$ cat config.mk
export PLATFORM = sky130hd
export DESIGN_NAME = uart_stream_fifo
export DESIGN_NICKNAME = d
export VERILOG_FILES = /design/src/rtl/fifo_pkg.sv /design/src/rtl/fifo_mem.sv /design/src/rtl/uart_stream_fifo.sv
export SDC_FILE = /design/constraint.sdc
export NUM_CORES = 1
export LEC_CHECK = 0
export CAP_MARGIN = 20
export CORE_MARGIN = 3
export CORE_UTILIZATION = 60
export CTS_CLUSTER_DIAMETER = 200
export DETAILED_ROUTE_END_ITERATION = 8
export PLACE_DENSITY = 0.86
export SETUP_SLACK_MARGIN = 0.15
export SLEW_MARGIN = 10
export SYNTH_ARGS = -nofsm -noshare
export SYNTH_HDL_FRONTEND = slang
export SYNTH_SLANG_ARGS = --single-unit
$ cat constraint.sdc
create_clock -name clk -period 7.1 [get_ports clk]
set_input_delay 2.13 -clock clk [delete_from_list [all_inputs] [get_ports clk]]
set_output_delay 2.13 -clock clk [all_outputs]
set_load 0.005 [all_outputs]
$ cat src/rtl/fifo_pkg.sv
// Shared types and width helpers for the UART stream FIFO.
package fifo_pkg;

    typedef enum logic {
        ST_IDLE  = 1'b0,
        ST_GUARD = 1'b1
    } drain_state_t;

    function automatic int ptr_width(input int depth);
        return (depth < 2) ? 1 : $clog2(depth);
    endfunction

    function automatic int level_width(input int depth);
        return ptr_width(depth) + 1;
    endfunction

    // Guard counter must hold BUSY_LAT itself, not just BUSY_LAT-1.
    function automatic int count_width(input int lat);
        return (lat < 2) ? 1 : $clog2(lat + 1);
    endfunction

endpackage

$ cat src/rtl/fifo_mem.sv
// Simple dual-port register array: synchronous write, asynchronous read.
module fifo_mem
    import fifo_pkg::*;
#(
    parameter int WIDTH = 8,
    parameter int DEPTH = 16
) (
    input  logic                        clk,
    input  logic                        wr_en,
    input  logic [ptr_width(DEPTH)-1:0] wr_addr,
    input  logic [WIDTH-1:0]            wr_data,
    input  logic [ptr_width(DEPTH)-1:0] rd_addr,
    output logic [WIDTH-1:0]            rd_data
);

    logic [WIDTH-1:0] mem [DEPTH];

    always_ff @(posedge clk) begin
        if (wr_en) begin
            mem[wr_addr] <= wr_data;
        end
    end

    assign rd_data = mem[rd_addr];

endmodule

$ cat src/rtl/uart_stream_fifo.sv
// Parametrised FIFO feeding a busy-gated serial sink; the drain FSM holds off
// after each pop so the sink's busy latency can never cause a double issue.
module uart_stream_fifo
    import fifo_pkg::*;
#(
    parameter int WIDTH     = 8,
    parameter int DEPTH     = 16,
    parameter int AF_THRESH = 12,
    parameter int BUSY_LAT  = 1
) (
    input  logic                          clk,
    input  logic                          reset,
    input  logic                          wr_en,
    input  logic [WIDTH-1:0]              data_in,
    input  logic                          flush,
    input  logic                          clr_ovf,
    input  logic                          sink_busy,
    output logic [WIDTH-1:0]              data_out,
    output logic                          out_valid,
    output logic                          full,
    output logic                          empty,
    output logic                          almost_full,
    output logic [level_width(DEPTH)-1:0] level,
    output logic                          overflow
);

    localparam int PW = ptr_width(DEPTH);
    localparam int LW = level_width(DEPTH);
    localparam int CW = count_width(BUSY_LAT);

    drain_state_t   state, state_next;
    logic [CW-1:0]  guard_cnt, guard_cnt_next;
    logic [PW-1:0]  wr_ptr, rd_ptr;
    logic [LW-1:0]  level_next;
    logic [WIDTH-1:0] rd_data;
    logic           do_write, do_pop;

    fifo_mem #(
        .WIDTH (WIDTH),
        .DEPTH (DEPTH)
    ) u_mem (
        .clk     (clk),
        .wr_en   (do_write),
        .wr_addr (wr_ptr),
        .wr_data (data_in),
        .rd_addr (rd_ptr),
        .rd_data (rd_data)
    );

    // Decisions use the registered flags, so a word written into an empty
    // FIFO is never popped in the same cycle.
    always_comb begin
        do_write       = wr_en && !full && !flush;
        do_pop         = 1'b0;
        state_next     = state;
        guard_cnt_next = guard_cnt;
        case (state)
            ST_IDLE: begin
                if (!empty && !sink_busy) begin
                    do_pop         = 1'b1;
                    state_next     = ST_GUARD;
                    guard_cnt_next = CW'(BUSY_LAT);
                end
            end
            ST_GUARD: begin
                guard_cnt_next = guard_cnt - CW'(1);
                if (guard_cnt <= CW'(1)) begin
                    state_next = ST_IDLE;
                end
            end
            default: state_next = ST_IDLE;
        endcase
        if (flush) begin
            do_pop         = 1'b0;
            state_next     = ST_IDLE;
            guard_cnt_next = '0;
        end
    end

    always_comb begin
        level_next = level;
        case ({do_write, do_pop})
            2'b10:   level_next = level + LW'(1);
            2'b01:   level_next = level - LW'(1);
            default: level_next = level;
        endcase
        if (flush) begin
            level_next = '0;
        end
    end

    always_ff @(posedge clk or posedge reset) begin
        if (reset) begin
            state     <= ST_IDLE;
            guard_cnt <= '0;
        end else begin
            state     <= state_next;
            guard_cnt <= guard_cnt_next;
        end
    end

    // Flags are registered from the next level so they always agree with level.
    always_ff @(posedge clk or posedge reset) begin
        if (reset) begin
            wr_ptr      <= '0;
            rd_ptr      <= '0;
            level       <= '0;
            full        <= 1'b0;
            empty       <= 1'b1;
            almost_full <= 1'b0;
        end else begin
            if (flush) begin
                wr_ptr <= '0;
                rd_ptr <= '0;
            end else begin
                if (do_write) wr_ptr <= wr_ptr + PW'(1);
                if (do_pop)   rd_ptr <= rd_ptr + PW'(1);
            end
            level       <= level_next;
            full        <= (level_next == LW'(DEPTH));
            empty       <= (level_next == '0);
            almost_full <= (level_next >= LW'(AF_THRESH));
        end
    end

    always_ff @(posedge clk or posedge reset) begin
        if (reset) begin
            data_out  <= '0;
            out_valid <= 1'b0;
            overflow  <= 1'b0;
        end else begin
            out_valid <= do_pop;
            if (do_pop) begin
                data_out <= rd_data;
            end
            if (wr_en && full && !flush) begin
                overflow <= 1'b1;
            end else if (clr_ovf) begin
                overflow <= 1'b0;
            end
        end
    end

endmodule

* Word-level counts from Yosys, hierarchy flattened
Memory sizes are Yosys's and may differ from the RTL's. A register that Yosys moved wholly into a read port is not among the register bits.
Cells that the tools add are included.
** Storage, ports and cells
- Flip-flop bits (word level) :: 20
- Bits in writable memories :: 128
- Input port bits :: 14
- Output and inout bits :: 18
- Logic and storage cells :: 55
- Memories :: 1
** Operators by class
- Add/sub/neg operators :: 5
- Magnitude comparators :: 2
- Equal/unequal tests :: 4
- Muxes and demuxes :: 19
- Bitwise logic cells :: 1
- Reductions and logical operators :: 13
** Memories
- u_mem.mem :: depth 16, bits a word 8, read ports 1, clocked after memory_dff 1, wr ports 1, RTL line fifo_mem.sv:16 : logic [WIDTH-1:0] mem [DEPTH];
** Operators by type and width (number)
- $mux 4 :: 4
- $mux 1 :: 11
- $pmux 5 s2 :: 1
- $add 4x1->4 const B :: 2
- $reduce_bool 2->1 :: 3
- $add 5x1->5 const B :: 1
- $eq 5x5->1 const B :: 1
- $ge 5x4->1 const B :: 1
- $logic_and 1x1->1 :: 5
- $logic_not 5->1 :: 1
- $mux 5 :: 1
- $sub 5x1->5 const B :: 1
- $logic_not 1->1 :: 4
- $pmux 1 s2 :: 2
- $ne 3x3->1 const B :: 1
- $eq 2x1->1 const B :: 1
- $eq 2x2->1 const B :: 1
- $le 1x1->1 const B :: 1
- $not 1->1 :: 1
- $sub 1x1->1 const B :: 1

* Longest topological paths before layout
Gate-level depths: netlist (run 1).
- Depth after elaboration :: 9
- Mapped depth :: 11
- Mapped depth without buffers :: 9

* By module
Synthesis (run 1) repeated with hierarchy kept, for this count alone.
** Unflattened totals
- Cells, all modules :: 351
- Area total of the unflattened synthesis :: 6348.6 um^2
** By module, submodules not included
- fifo_mem :: times used 1, cells each 221, area an instance 4987.3 um^2, sequential area each 3843.7 um^2
- uart_stream_fifo :: times used 1, cells each 130, area an instance 1361.3 um^2, sequential area each 651.9 um^2

* Worst setup path before layout (run 1)
OpenSTA, ideal clock, no wires.
- Path kind :: input -> register
- From :: in wr_en
- To :: reg full
- Arrival :: 4.291 ns
- Slack :: 2.741 ns
- Cell stages on the path :: 11
- Path buffers :: 2
- Path through :: nand2b_1 clkbuf_1 nor2_1 inv_1 ha_1 clkbuf_1 or3b_1 or4b_1 o221a_2 nand4_1 and4bb_1
** On the way
- Word-level cells in the longest chain between the ends :: 6
- Elaborated cells between the ends (all ways) :: 7
- Those cells by class :: eq/ne (3); mux (2); reduce/logical (2)
** RTL lines
- start, declared :: RTL line uart_stream_fifo.sv:13 : input logic wr_en,
- $logic_and 1x1->1 (*) (2 in series) :: RTL line uart_stream_fifo.sv:53 : do_write = wr_en && !full && !flush;
- $eq 2x1->1 / $eq 2x2->1 (equally long branches) :: RTL line uart_stream_fifo.sv:82 : case ({do_write, do_pop})
- $pmux 5 s2 (*) :: RTL line uart_stream_fifo.sv:82
- $mux 5 (*) :: RTL line uart_stream_fifo.sv:87 : if (flush) begin
- $eq 5x5->1 (*) :: RTL line uart_stream_fifo.sv:120 : full <= (level_next == LW'(DEPTH));
- end signal, assigned :: RTL line uart_stream_fifo.sv:120
- end, declared :: RTL line uart_stream_fifo.sv:20 : output logic full,
Every way passes the cells marked *; elsewhere a longest branch is shown, timed or not.
A chain may end at the register's enable or synchronous reset.

* Worst setup path in the final report (run 1)
- From :: in flush
- To :: reg full
** On the way
- Word-level cells in the longest chain between the ends :: 6
- Elaborated cells between the ends (all ways) :: 8
- Those cells by class :: eq/ne (3); mux (3); reduce/logical (2)
** RTL lines
- start, declared :: RTL line uart_stream_fifo.sv:15 : input logic flush,
- $logic_not 1->1 :: RTL line uart_stream_fifo.sv:53
- $logic_and 1x1->1 :: RTL line uart_stream_fifo.sv:53
- $eq 2x1->1 / $eq 2x2->1 (equally long branches) :: RTL line uart_stream_fifo.sv:82
- $pmux 5 s2 :: RTL line uart_stream_fifo.sv:82
- $mux 5 (*) :: RTL line uart_stream_fifo.sv:87
- $eq 5x5->1 (*) :: RTL line uart_stream_fifo.sv:120
Marked as above.

==> results by group, run 1 <==
Run status
  – Status: completed

CTS
  – CTS H-tree depth: 4
  – Total CTS buffers: 17
  – CTS Hold Bufs: 0
  – Post_cts resized: 0
  – Num Clock Sinks: between 150 and 200
  – TritonCTS clock tree: built
  – Clock Tree Buf Depth: 2
  – Clock Pin Slew Worst Setup and Hold Paths: ~0.06 ns
  – Post-CTS setup buffers: 0
  – Root Buffer: clkbuf_8
  – Clk_lat worst skew: about 0.52 ns

STA
  – Minimum clock period: between 5 and 6 ns
  – Final count of negative-setup-slack endpoints: 0
  – Hold_ws: around 0.49 ns
  – Setup Skew: 0.00919 ns
  – Final Max Tran Viols: 0
  – Final Cycle Share: a little over two thirds
  – Fmax: 0.199 GHz
  – Least-Margin Pin Slew: between 0.8 and 0.9 ns
  – Final Hold Fails: 0
  – Final setup TNS: 0 ns
  – RSZ-0062 raised after global routing: no
  – Max_slew headroom: roughly two fifths

Route
  – Vias/cell: ~6.4
  – Post-DRT Antenna Nets: 0
  – Iteration-0 DRC Markers: approximately 340
  – Routed len/inst: 23.1 um
  – Drt total wl: approximately 12000 um
  – DRC viols: 0
  – Routed via count: about 3400
  – TritonRoute pass-1 iters: 5

Synthesis
  – Multiplexer share of the synthesized area: 15.8%
  – Sequential area share after synthesis: between 70% and 80%
  – Simple-gate share of the synthesized area: 6.05%
  – Syn Nets: about 370
  – Largest family of logic cells by synthesized area: multiplexers
  – Post-synth EDFFs: between 100 and 150
  – Mapped Area: between 6000 and 7000 sq um
  – Synth Area in Compound Gates: about 2.7%
  – Post-Synth XOR/XNOR Area: 1.10%
  – Adder-cell area share of the yosys netlist: approximately 1.4%
  – Flops & latches, synth: approximately 150
  – Yosys cell types: 48
  – Yosys warns: 0
  – Ys flop type: edfxtp_1
  – Syn avg cell area: roughly 18 sq um
  – Fraction of registers with async set or reset after synthesis: between 10% and 20%
  – Post-synthesis cell count: around 350

GRT
  – Met1 usage: around a third
  – Vias in the first global route: between 3000 and 4000
  – GRT overflow: 0
  – Busiest grt layer: met2
  – Grt met2 use: between 30% and 40%
  – Largest net degree at the start of global routing: 36
  – Global-route wire length before repair: around 20000 um
  – Overall Global Routing Usage: 23.0%
  – Initial antenna violation count: 0
  – GR Util met3: 4.50%

Worst setup path
  – FF-to-FF setup slack: 3.98 ns
  – Crit path kind: in -> reg
  – CP max FO: 26
  – Critical Path RT: approximately 7.6 ns
  – CP Launch Type: primary input
  – CP arrival: ~5.5 ns
  – Setup crit end kind: flop

Floorplanning
  – Ports: 32
  – Floorplan row count: 36
  – Core Region: between 10000 and 15000 sq um
  – Die Y-Extent: roughly 110 um
  – Total die area: roughly 12000 sq um
  – Initial Util: roughly 63%
  – DIE WIDTH: between 100 and 150 um

Placement
  – GP Congestion: approximately 0.87
  – IO Port Bufs: 31
  – Detailed placement HPWL: 7880 um

Cells and area
  – Fillers: 558
  – Area Growth Syn to Fin: 15.8%
  – Fraction of layout cells with a size suffix above 1: 23.8%
  – ANT cells: 0
  – Layout net count: a little over 400

Pwr
  – P per Cell Area: 278 nW/um^2
  – Static Leak: approximately 2.4 nW
  – Worst vdd ir: around 170 uV
  – Power, Total: 0.00205 W

Run
  – Number of max-cap violations: 0

Hold path
  – Worst hold path type: reg -> reg
cells in the mapped netlist (2+ instances only):
cell type / n / area [sq um]
edfxtp_1: 128 / 3840
a31oi_1: 4 / 25.0
nor3_1: 6 / 30.0
inv_1: 11 / 41.3
buf_4: 3 / 22.5
nand4_1: 9 / 56.3
buf_1: 2 / 7.51
nand2b_1: 4 / 25.0
mux2_2: 8 / 90.1
nor2b_1: 4 / 25.0
nor2_1: 26 / 97.6
dfrtp_1: 25 / 626
a211o_1: 2 / 17.5
nor3b_1: 2 / 15.0
ha_1: 7 / 87.6
xnor2_1: 3 / 26.3
nand2_1: 12 / 45.0
clkbuf_1: 13 / 48.8
mux4_2: 40 / 901
a21oi_1: 4 / 20.0
xor2_1: 5 / 43.8
report_power, final:
group	total, W	switching (W)	internal [W]
sequential	0.00103	0.0000202	0.00101
clock	0.000818	0.000376	0.000442
combinational	0.000197	0.0000848	0.000112
total	0.00205	0.000481	0.00157
cell families after synthesis:
family,Yosys count
compound gates,22
mux,49
xor+xnor,8
flops,154
buf+inv,32
fa+ha+maj,7
simple gates,73
area by class of cell:
type / instances / area (sq um) / area share [%]
tap: 133 / 166 / 2.26
timing repair buffer: 39 / 390 / 5.31
sequential: 154 / 4500 / 61.1
multi-input combinational: 159 / 1720 / 23.3
clock buffer: 17 / 414 / 5.63
clock inverter: 15 / 131 / 1.79
inverter: 11 / 41.3 / 0.561
flip-flops by register name, indices dropped and copies added (netlist names), 4 cells and up:
name	flops
u_mem.mem	128
data_out	8
wr_ptr	4
rd_ptr	4
level	5
placed cells by master, fill, tap and decap left out, types with 2 or more instances in the layout:
| master | count |
|---|---|
| a211o_1 | 2 |
| a21oi_1 | 4 |
| a31oi_1 | 4 |
| buf_4 | 7 |
| clkbuf_16 | 16 |
| clkdlybuf4s50_1 | 31 |
| clkinv_4 | 4 |
| clkinvlp_4 | 2 |
| dfrtp_1 | 24 |
| edfxtp_1 | 128 |
| ha_1 | 7 |
| inv_1 | 11 |
| inv_6 | 5 |
| inv_8 | 3 |
| mux2_2 | 8 |
| mux4_2 | 40 |
| nand2_1 | 12 |
| nand2b_1 | 4 |
| nand4_1 | 9 |
| nor2_1 | 26 |
| nor2b_1 | 4 |
| nor3_1 | 6 |
| nor3b_1 | 2 |
| xnor2_1 | 3 |
| xor2_1 | 5 |
critical path, stage by stage:
cell and delay, ns:
clkdlybuf4s50_1 0.86, nor2_1 0.47, inv_1 0.08, ha_1 0.43
or3b_1 0.43, or4b_1 0.51, o221a_2 0.14, nand4_1 0.18
and4bb_1 0.23
metal layers:
layer | wire length (um) | vias up | part of all wire, %
met2 | 6130 | 188 | 50
met3 | 891 | 21 | 7.3
met5 | 0 | - | 0
met1 | 4960 | 1704 | 41
met4 | 198 | 0 | 1.6
li1 | - | 1448 | -
final timing paths:
kind,start,to,cells after the start
worst min-delay path,overflow$_DFFE_PP0P_,overflow$_DFFE_PP0P_,1
worst max-delay path,flush,full$_DFF_PP0_,9
max in group asynchronous,reset,empty$_DFF_PP1_,3
worst max register to register,full$_DFF_PP0_,full$_DFF_PP0_,9
worst min register to register,overflow$_DFFE_PP0P_,overflow$_DFFE_PP0P_,1
min in group asynchronous,reset,data_out[6]$_DFFE_PP0P_,2
per-stage QoR:
step / cells / util [%] / area [sq um] / worst slack (ns)
after floorplan: 345 / - / 6350 / 2.74
after global placement: 495 / 67.5 / 6780 / 1.78
after detailed placement: 495 / 67.5 / 6780 / 1.66
after CTS: 527 / 73.0 / 7330 / 2.18
after global routing: 528 / 73.2 / 7360 / 1.90
final: 528 / 73.2 / 7360 / 2.09
Power figures use the tool's default switching activity.
==> run 2: changes to the inputs <==
--- a/config.mk
+++ b/config.mk
@@ -7,10 +7,10 @@
 export LEC_CHECK = 0
 export CAP_MARGIN = 20
 export CORE_MARGIN = 3
-export CORE_UTILIZATION = 60
+export CORE_UTILIZATION = 54
 export CTS_CLUSTER_DIAMETER = 200
 export DETAILED_ROUTE_END_ITERATION = 8
-export PLACE_DENSITY = 0.86
+export PLACE_DENSITY = 0.82
 export SETUP_SLACK_MARGIN = 0.15
 export SLEW_MARGIN = 10
 export SYNTH_ARGS = -nofsm -noshare
==> constraint.sdc (replaced) <==
create_clock -name clk -period 4.55 [get_ports clk]
set_input_delay 1.365 -clock clk [delete_from_list [all_inputs] [get_ports clk]]
set_output_delay 1.365 -clock clk [all_outputs]
set_load 0.005 [all_outputs]
==> run 2 against run 1 <==
Final area is 1.1% higher; clock-buffer cell count unchanged; sequential share of layout area decreased by 0.65 points; utilization decreased by 6.7 points; clock skew about the same.
==> results by group, run 2 (synthesized netlist as in run 1, its figures left out) <==
STA
  – Final count of negative-setup-slack endpoints: 0
  – Final Cycle Share: between 80 and 90%
  – Hold_ws: around 0.50 ns
  – RSZ-0062 raised after global routing: no
  – Final Max Tran Viols: 0
  – Setup Skew: ~0.0090 ns
  – Fmax: ~0.27 GHz
  – Least-Margin Pin Slew: between 1 and 1.5 ns
  – Minimum clock period: 3.74 ns
  – Max_slew headroom: between 20 and 30%
  – Final setup TNS: 0 ns
  – Final Hold Fails: 0
  – Setup WS post-layout: roughly 0.81 ns

GRT
  – Global-route wire length before repair: just under 20000 um
  – Largest net degree at the start of global routing: 27
  – Initial antenna violation count: 0
  – GRT overflow: 0
  – Overall Global Routing Usage: 20.5%
  – Vias in the first global route: approximately 3300

Floorplanning
  – Die Y-Extent: roughly 110 um
  – Total die area: about 13000 sq um
  – Core Region: around 11000 sq um
  – Floorplan row count: 38
  – DIE WIDTH: approximately 110 um
  – Ports: 32
  – Initial Util: 56.9%

Run
  – Number of max-cap violations: 0

Cells and area
  – Final Cell Area: around 7400 sq um
  – Top Registers: u_mem.mem x128, data_out x8, level x5
  – Max FFs per register: between 100 and 150
  – Largest Register: u_mem.mem
  – Fraction of layout cells with a size suffix above 1: between 20 and 25%
  – ANT cells: 0
  – Register area: 4500 sq um
  – Most frequent cells in the layout: edfxtp_1, mux4_2, clkdlybuf4s50_1
  – Area Growth Syn to Fin: 17.0%
  – Area of the multi-input gates: around 1700 sq um
  – Fillers: roughly 740
  – Layout net count: approximately 410
  – Most common cell after layout, fill and taps aside: edfxtp_1

Worst setup path
  – Crit path max-delay family: simple AND/OR/NAND/NOR gates
  – Levels on crit path: 9
  – Setup crit end kind: flop
  – Crit path kind: in -> reg
  – CP arrival: between 4 and 5 ns
  – Critical Path RT: around 4.9 ns
  – Reg2reg path depth: 9
  – Crit-path max cell delay: 0.53 ns
  – Buf/Inv on CP: 1
  – CP max-delay cell: or3_1
  – CP Launch Type: primary input
  – CP Cell Sequence: clkdlybuf4s50_1 > or3_1 > nor2_1 > ha_1 > or3b_1 > or4b_1 > o221a_2 > nand4_1 > and4bb_1
  – CP max FO: 9

CTS
  – Num Clock Sinks: between 150 and 200
  – Total CTS buffers: 17
  – CTS Hold Bufs: 0
  – Post_cts resized: 0
  – CTS H-tree depth: 4
  – Clock Pin Slew Worst Setup and Hold Paths: roughly 0.060 ns
  – Root Buffer: clkbuf_16
  – Clock Tree Buf Depth: 2
  – Clk_lat worst skew: around 0.42 ns
  – Post-CTS setup buffers: 0
  – TritonCTS clock tree: built

Route
  – TritonRoute pass-1 iters: 4
  – Post-DRT Antenna Nets: 0
  – Iteration-0 DRC Markers: about 360
  – Vias/cell: 6.11
  – Routed via count: about 3300
  – Routed len/inst: approximately 23 um
  – Drt total wl: ~12000 um
  – DRC viols: 0

Hold path
  – Hold Crit Depth: 1
  – Worst hold path type: reg -> reg

Placement
  – Detailed placement HPWL: a little over 8000 um
  – Placed cell areas: between 6000 and 7000 sq um
  – IO Port Bufs: 31
  – GP Congestion: a little under 0.9
  – Post-place setup slack: a little under 0.4 ns

Pwr
  – Worst vdd ir: approximately 480 uV
  – Static Leak: 2.47 nW
  – P per Cell Area: 444 nW/um^2

Run status
  – Status: completed
[run 2: area by class of cell]
type	instances	share of cell area [%]
multi-input combinational	159	23.1
inverter	11	0.555
timing repair buffer	44	5.59
clock buffer	17	5.72
clock inverter	15	2.22
tap	140	2.36
sequential	154	60.5
[run 2: final timing paths]
| path | start | end | slack (ns) |
|---|---|---|---|
| worst max-delay path | sink_busy | full$_DFF_PP0_ | 0.81 |
| worst min-delay path | overflow$_DFFE_PP0P_ | overflow$_DFFE_PP0P_ | 0.50 |
| worst max register to register | full$_DFF_PP0_ | full$_DFF_PP0_ | 1.78 |
| worst min register to register | overflow$_DFFE_PP0P_ | overflow$_DFFE_PP0P_ | 0.50 |
| max in group asynchronous | reset | empty$_DFF_PP1_ | 2.64 |
| min in group asynchronous | reset | data_out[7]$_DFFE_PP0P_ | 1.32 |
[run 2: power breakdown]
group          internal [W]  total (W)  leakage, nW  switching (W)
clock              0.000817    0.00138        0.284       0.000567
sequential          0.00158    0.00162         1.49      0.0000434
combinational      0.000176   0.000290        0.692       0.000114
[run 2: worst register-to-register path: cells and delay by family, from the launching register on]
kind | cells | cell delay [ns]
buffers and inverters | 1 | 0.06
AND/OR/NAND/NOR | 5 | 1.14
flip-flops | 1 | 0.41
AO/OA/AOI/OAI | 2 | 0.75
adder cells (fa/ha/maj) | 1 | 0.29
[run 2: layer usage]
layer	GRT usage [%]	wire length, um	part of all wire (%)
met5	0	0	0
met4	5.54	99	0.81
met3	7.35	930	7.6
met2	30.6	6030	49
met1	29.2	5180	42
[run 2: through the flow]
stage | util (%) | total power (W) | instances
after floorplan | - | 0.00180 | 345
after global placement | 61.1 | 0.00193 | 507
after detailed placement | 61.1 | 0.00194 | 507
after CTS | 66.4 | 0.00333 | 539
after global routing | 66.5 | 0.00343 | 540
final | 66.5 | 0.00330 | 540
==> run 3: changes to the inputs <==
==> constraint.sdc (replaced) <==
create_clock -name clk -period 3.3 [get_ports clk]
set_input_delay 0.99 -clock clk [delete_from_list [all_inputs] [get_ports clk]]
set_output_delay 0.99 -clock clk [all_outputs]
set_load 0.005 [all_outputs]
==> run 3 against run 2 <==
Global-route usage rose by 0.67 points; utilization is 1.9 points higher; via count rose by 4.6%; clock power up 35%; non-clock buffer count rose by 23; sequential share of layout area is 1.7 points lower; worst setup slack worse by 0.57 ns; sequential power rose by 37%; power up 37%; clock skew fell by 0.00082 ns; hold slack gained 0.0010 ns; clock-buffer cell count did not move; largest power group unchanged; highest routed layer unchanged.
==> results by group, run 3 (synthesized netlist as in run 1, its figures left out) <==
Worst setup path
  – CP max FO: 3
  – FF-to-FF Start: empty$_DFF_PP1_
  – CP Launch Type: primary input
  – Critical Path RT: around 3.7 ns
  – Setup crit end kind: flop
  – CP arrival: between 3 and 4 ns
  – CP Cell Sequence: clkdlybuf4s50_1 > nand2b_1 > buf_4 > nand3_1 > xnor2_1 > ha_2 > buf_4 > a21oi_1 > or4_4 > and4_4 > nor3_2 > and4bb_1
  – FF-to-FF setup slack: 0.73 ns
  – Crit-path max cell delay: ~0.49 ns
  – Crit path kind: in -> reg
  – CP max-delay cell: clkdlybuf4s50_1
  – Reg2reg path depth: 8
  – CP dominant cell by count: buf_4
  – Reg2reg end: full$_DFF_PP0_

Pwr
  – P per Cell Area: 591 nW/um^2
  – Seq pwr share: 49.0%
  – NetSw: between 0.001 and 0.0015 W
  – Switching fraction of total power: between 20% and 30%
  – Worst vdd ir: 557 uV
  – Clk network pwr share: a little over 40%
  – Static Leak: between 2 and 3 nW
  – Internal: 0.00344 W
  – Comb power frac: about a tenth

Floorplanning
  – Die Y-Extent: roughly 110 um
  – Initial Util: 56.9%
  – DIE WIDTH: 114 um
  – Core Region: about 11000 sq um
  – Total die area: 13100 sq um
  – Floorplan row count: 38
  – Ports: 32

GRT
  – Global-route wire length before repair: between 20000 and 25000 um
  – Initial antenna violation count: 0
  – GRT overflow: 0
  – Overall Global Routing Usage: between 20% and 30%
  – Largest net degree at the start of global routing: 36
  – Vias in the first global route: approximately 3500

STA
  – Fmax: around 0.33 GHz
  – Setup Skew: 0.00818 ns
  – Hold_ws: between 0.5 and 0.6 ns
  – Least-Margin Pin Slew: a little under 0.9 ns
  – RSZ-0062 raised after global routing: yes
  – Final count of negative-setup-slack endpoints: 0
  – Minimum clock period: about 3.1 ns
  – Final Max Tran Viols: 0
  – Final Cycle Share: between 90% and 100%
  – Max_slew headroom: between 40% and 50%
  – Final Hold Fails: 0

Placement
  – GP Congestion: 0.813
  – Detailed placement HPWL: about 8000 um
  – IO Port Bufs: 31

Cells and area
  – Max FFs per register: between 100 and 150
  – Most common cell after layout, fill and taps aside: edfxtp_1
  – Top Registers: u_mem.mem x128, data_out x8, level x5
  – Final design utilization: 68.5%
  – Layout net count: approximately 430
  – ANT cells: 0
  – Area Growth Syn to Fin: 20.4%
  – Largest Register: u_mem.mem
  – Fraction of layout cells with a size suffix above 1: a little under a third
  – Most frequent cells in the layout: edfxtp_1, mux4_2, buf_4

Route
  – Post-DRT Antenna Nets: 0
  – Drt total wl: roughly 13000 um
  – Vias/cell: roughly 6.1
  – Iteration-0 DRC Markers: around 310
  – Routed via count: between 3000 and 4000
  – Routed len/inst: between 20 and 25 um
  – DRC viols: 0
  – TritonRoute pass-1 iters: 7

CTS
  – Num Clock Sinks: about 150
  – Total CTS buffers: 17
  – TritonCTS clock tree: built
  – Clock Tree Buf Depth: 2
  – Clk_lat worst skew: ~0.42 ns
  – Clock Pin Slew Worst Setup and Hold Paths: roughly 0.07 ns
  – CTS H-tree depth: 4
  – Root Buffer: clkbuf_16

Hold path
  – Worst hold path type: reg -> reg
  – Hold EP: overflow$_DFFE_PP0P_
  – Hold Crit Depth: 1
  – Hold Crit Start: overflow$_DFFE_PP0P_

Run
  – Number of max-cap violations: 0

Run status
  – Status: completed
==> run 3: through the flow <==
stage	area, sq um	power [W]	cells	setup slack [ns]	setup TNS (ns)
after floorplan	6360	0.00248	345	0.149	0
after CTS	7590	0.00455	562	0.156	0
after detailed placement	7020	0.00269	530	-0.267	-1.09
after global placement	7020	0.00268	530	-0.251	-0.933
final	7650	0.00452	563	0.234	0
after global routing	7650	0.00469	563	0.116	0
==> run 3: area by class of cell <==
cell class | count | area [sq um]
inverter | 11 | 41.3
clock buffer | 17 | 425
fill | 686 | 3520
sequential | 154 | 4500
clock inverter | 15 | 153
multi-input combinational | 159 | 1760
tap | 140 | 175
timing repair buffer | 67 | 598
==> run 3: worst max path at each step <==
stage | from | end | slack, ns | cells after the start
after floorplan | sink_busy | full$_DFF_PP0_ | 0.15 | 9
final | wr_en | full$_DFF_PP0_ | 0.23 | 12
after CTS | sink_busy | full$_DFF_PP0_ | 0.16 | 9
after global placement | sink_busy | full$_DFF_PP0_ | -0.25 | 9
after detailed placement | sink_busy | full$_DFF_PP0_ | -0.27 | 9
after global routing | wr_en | full$_DFF_PP0_ | 0.12 | 12
==> run 3: metal layers <==
layer | vias up | global-route usage (%) | share of wire [%]
met5 | - | 0 | 0
met1 | 1792 | 31.1 | 45
li1 | 1517 | - | -
met3 | 16 | 5.50 | 5.2
met2 | 124 | 31.7 | 48
met4 | 0 | 6.81 | 1.3
==> run 3: power by group through the flow <==
stage | combinational (W) | sequential (W) | clock (W)
after floorplan | 0.000220 | 0.00226 | 0
after global placement | 0.000423 | 0.00226 | 0
after detailed placement | 0.000435 | 0.00226 | 0
after CTS | 0.000438 | 0.00222 | 0.00190
after global routing | 0.000482 | 0.00223 | 0.00198
final | 0.000444 | 0.00222 | 0.00186
==> run 3: timing repair <==
item                       CTS  global route
gates resized for setup      0            11
setup buffers                0             1
setup endpoints to repair    0             5
hold buffers                 0             0
==> run 3: worst max-delay path, delay by kind of cell <==
kind                     cells  cell delay, ns
buffers and inverters        3            0.74
XOR/XNOR                     1            0.14
AO/OA/AOI/OAI                1            0.05
adder cells (fa/ha/maj)      1            0.22
AND/OR/NAND/NOR              6            1.28
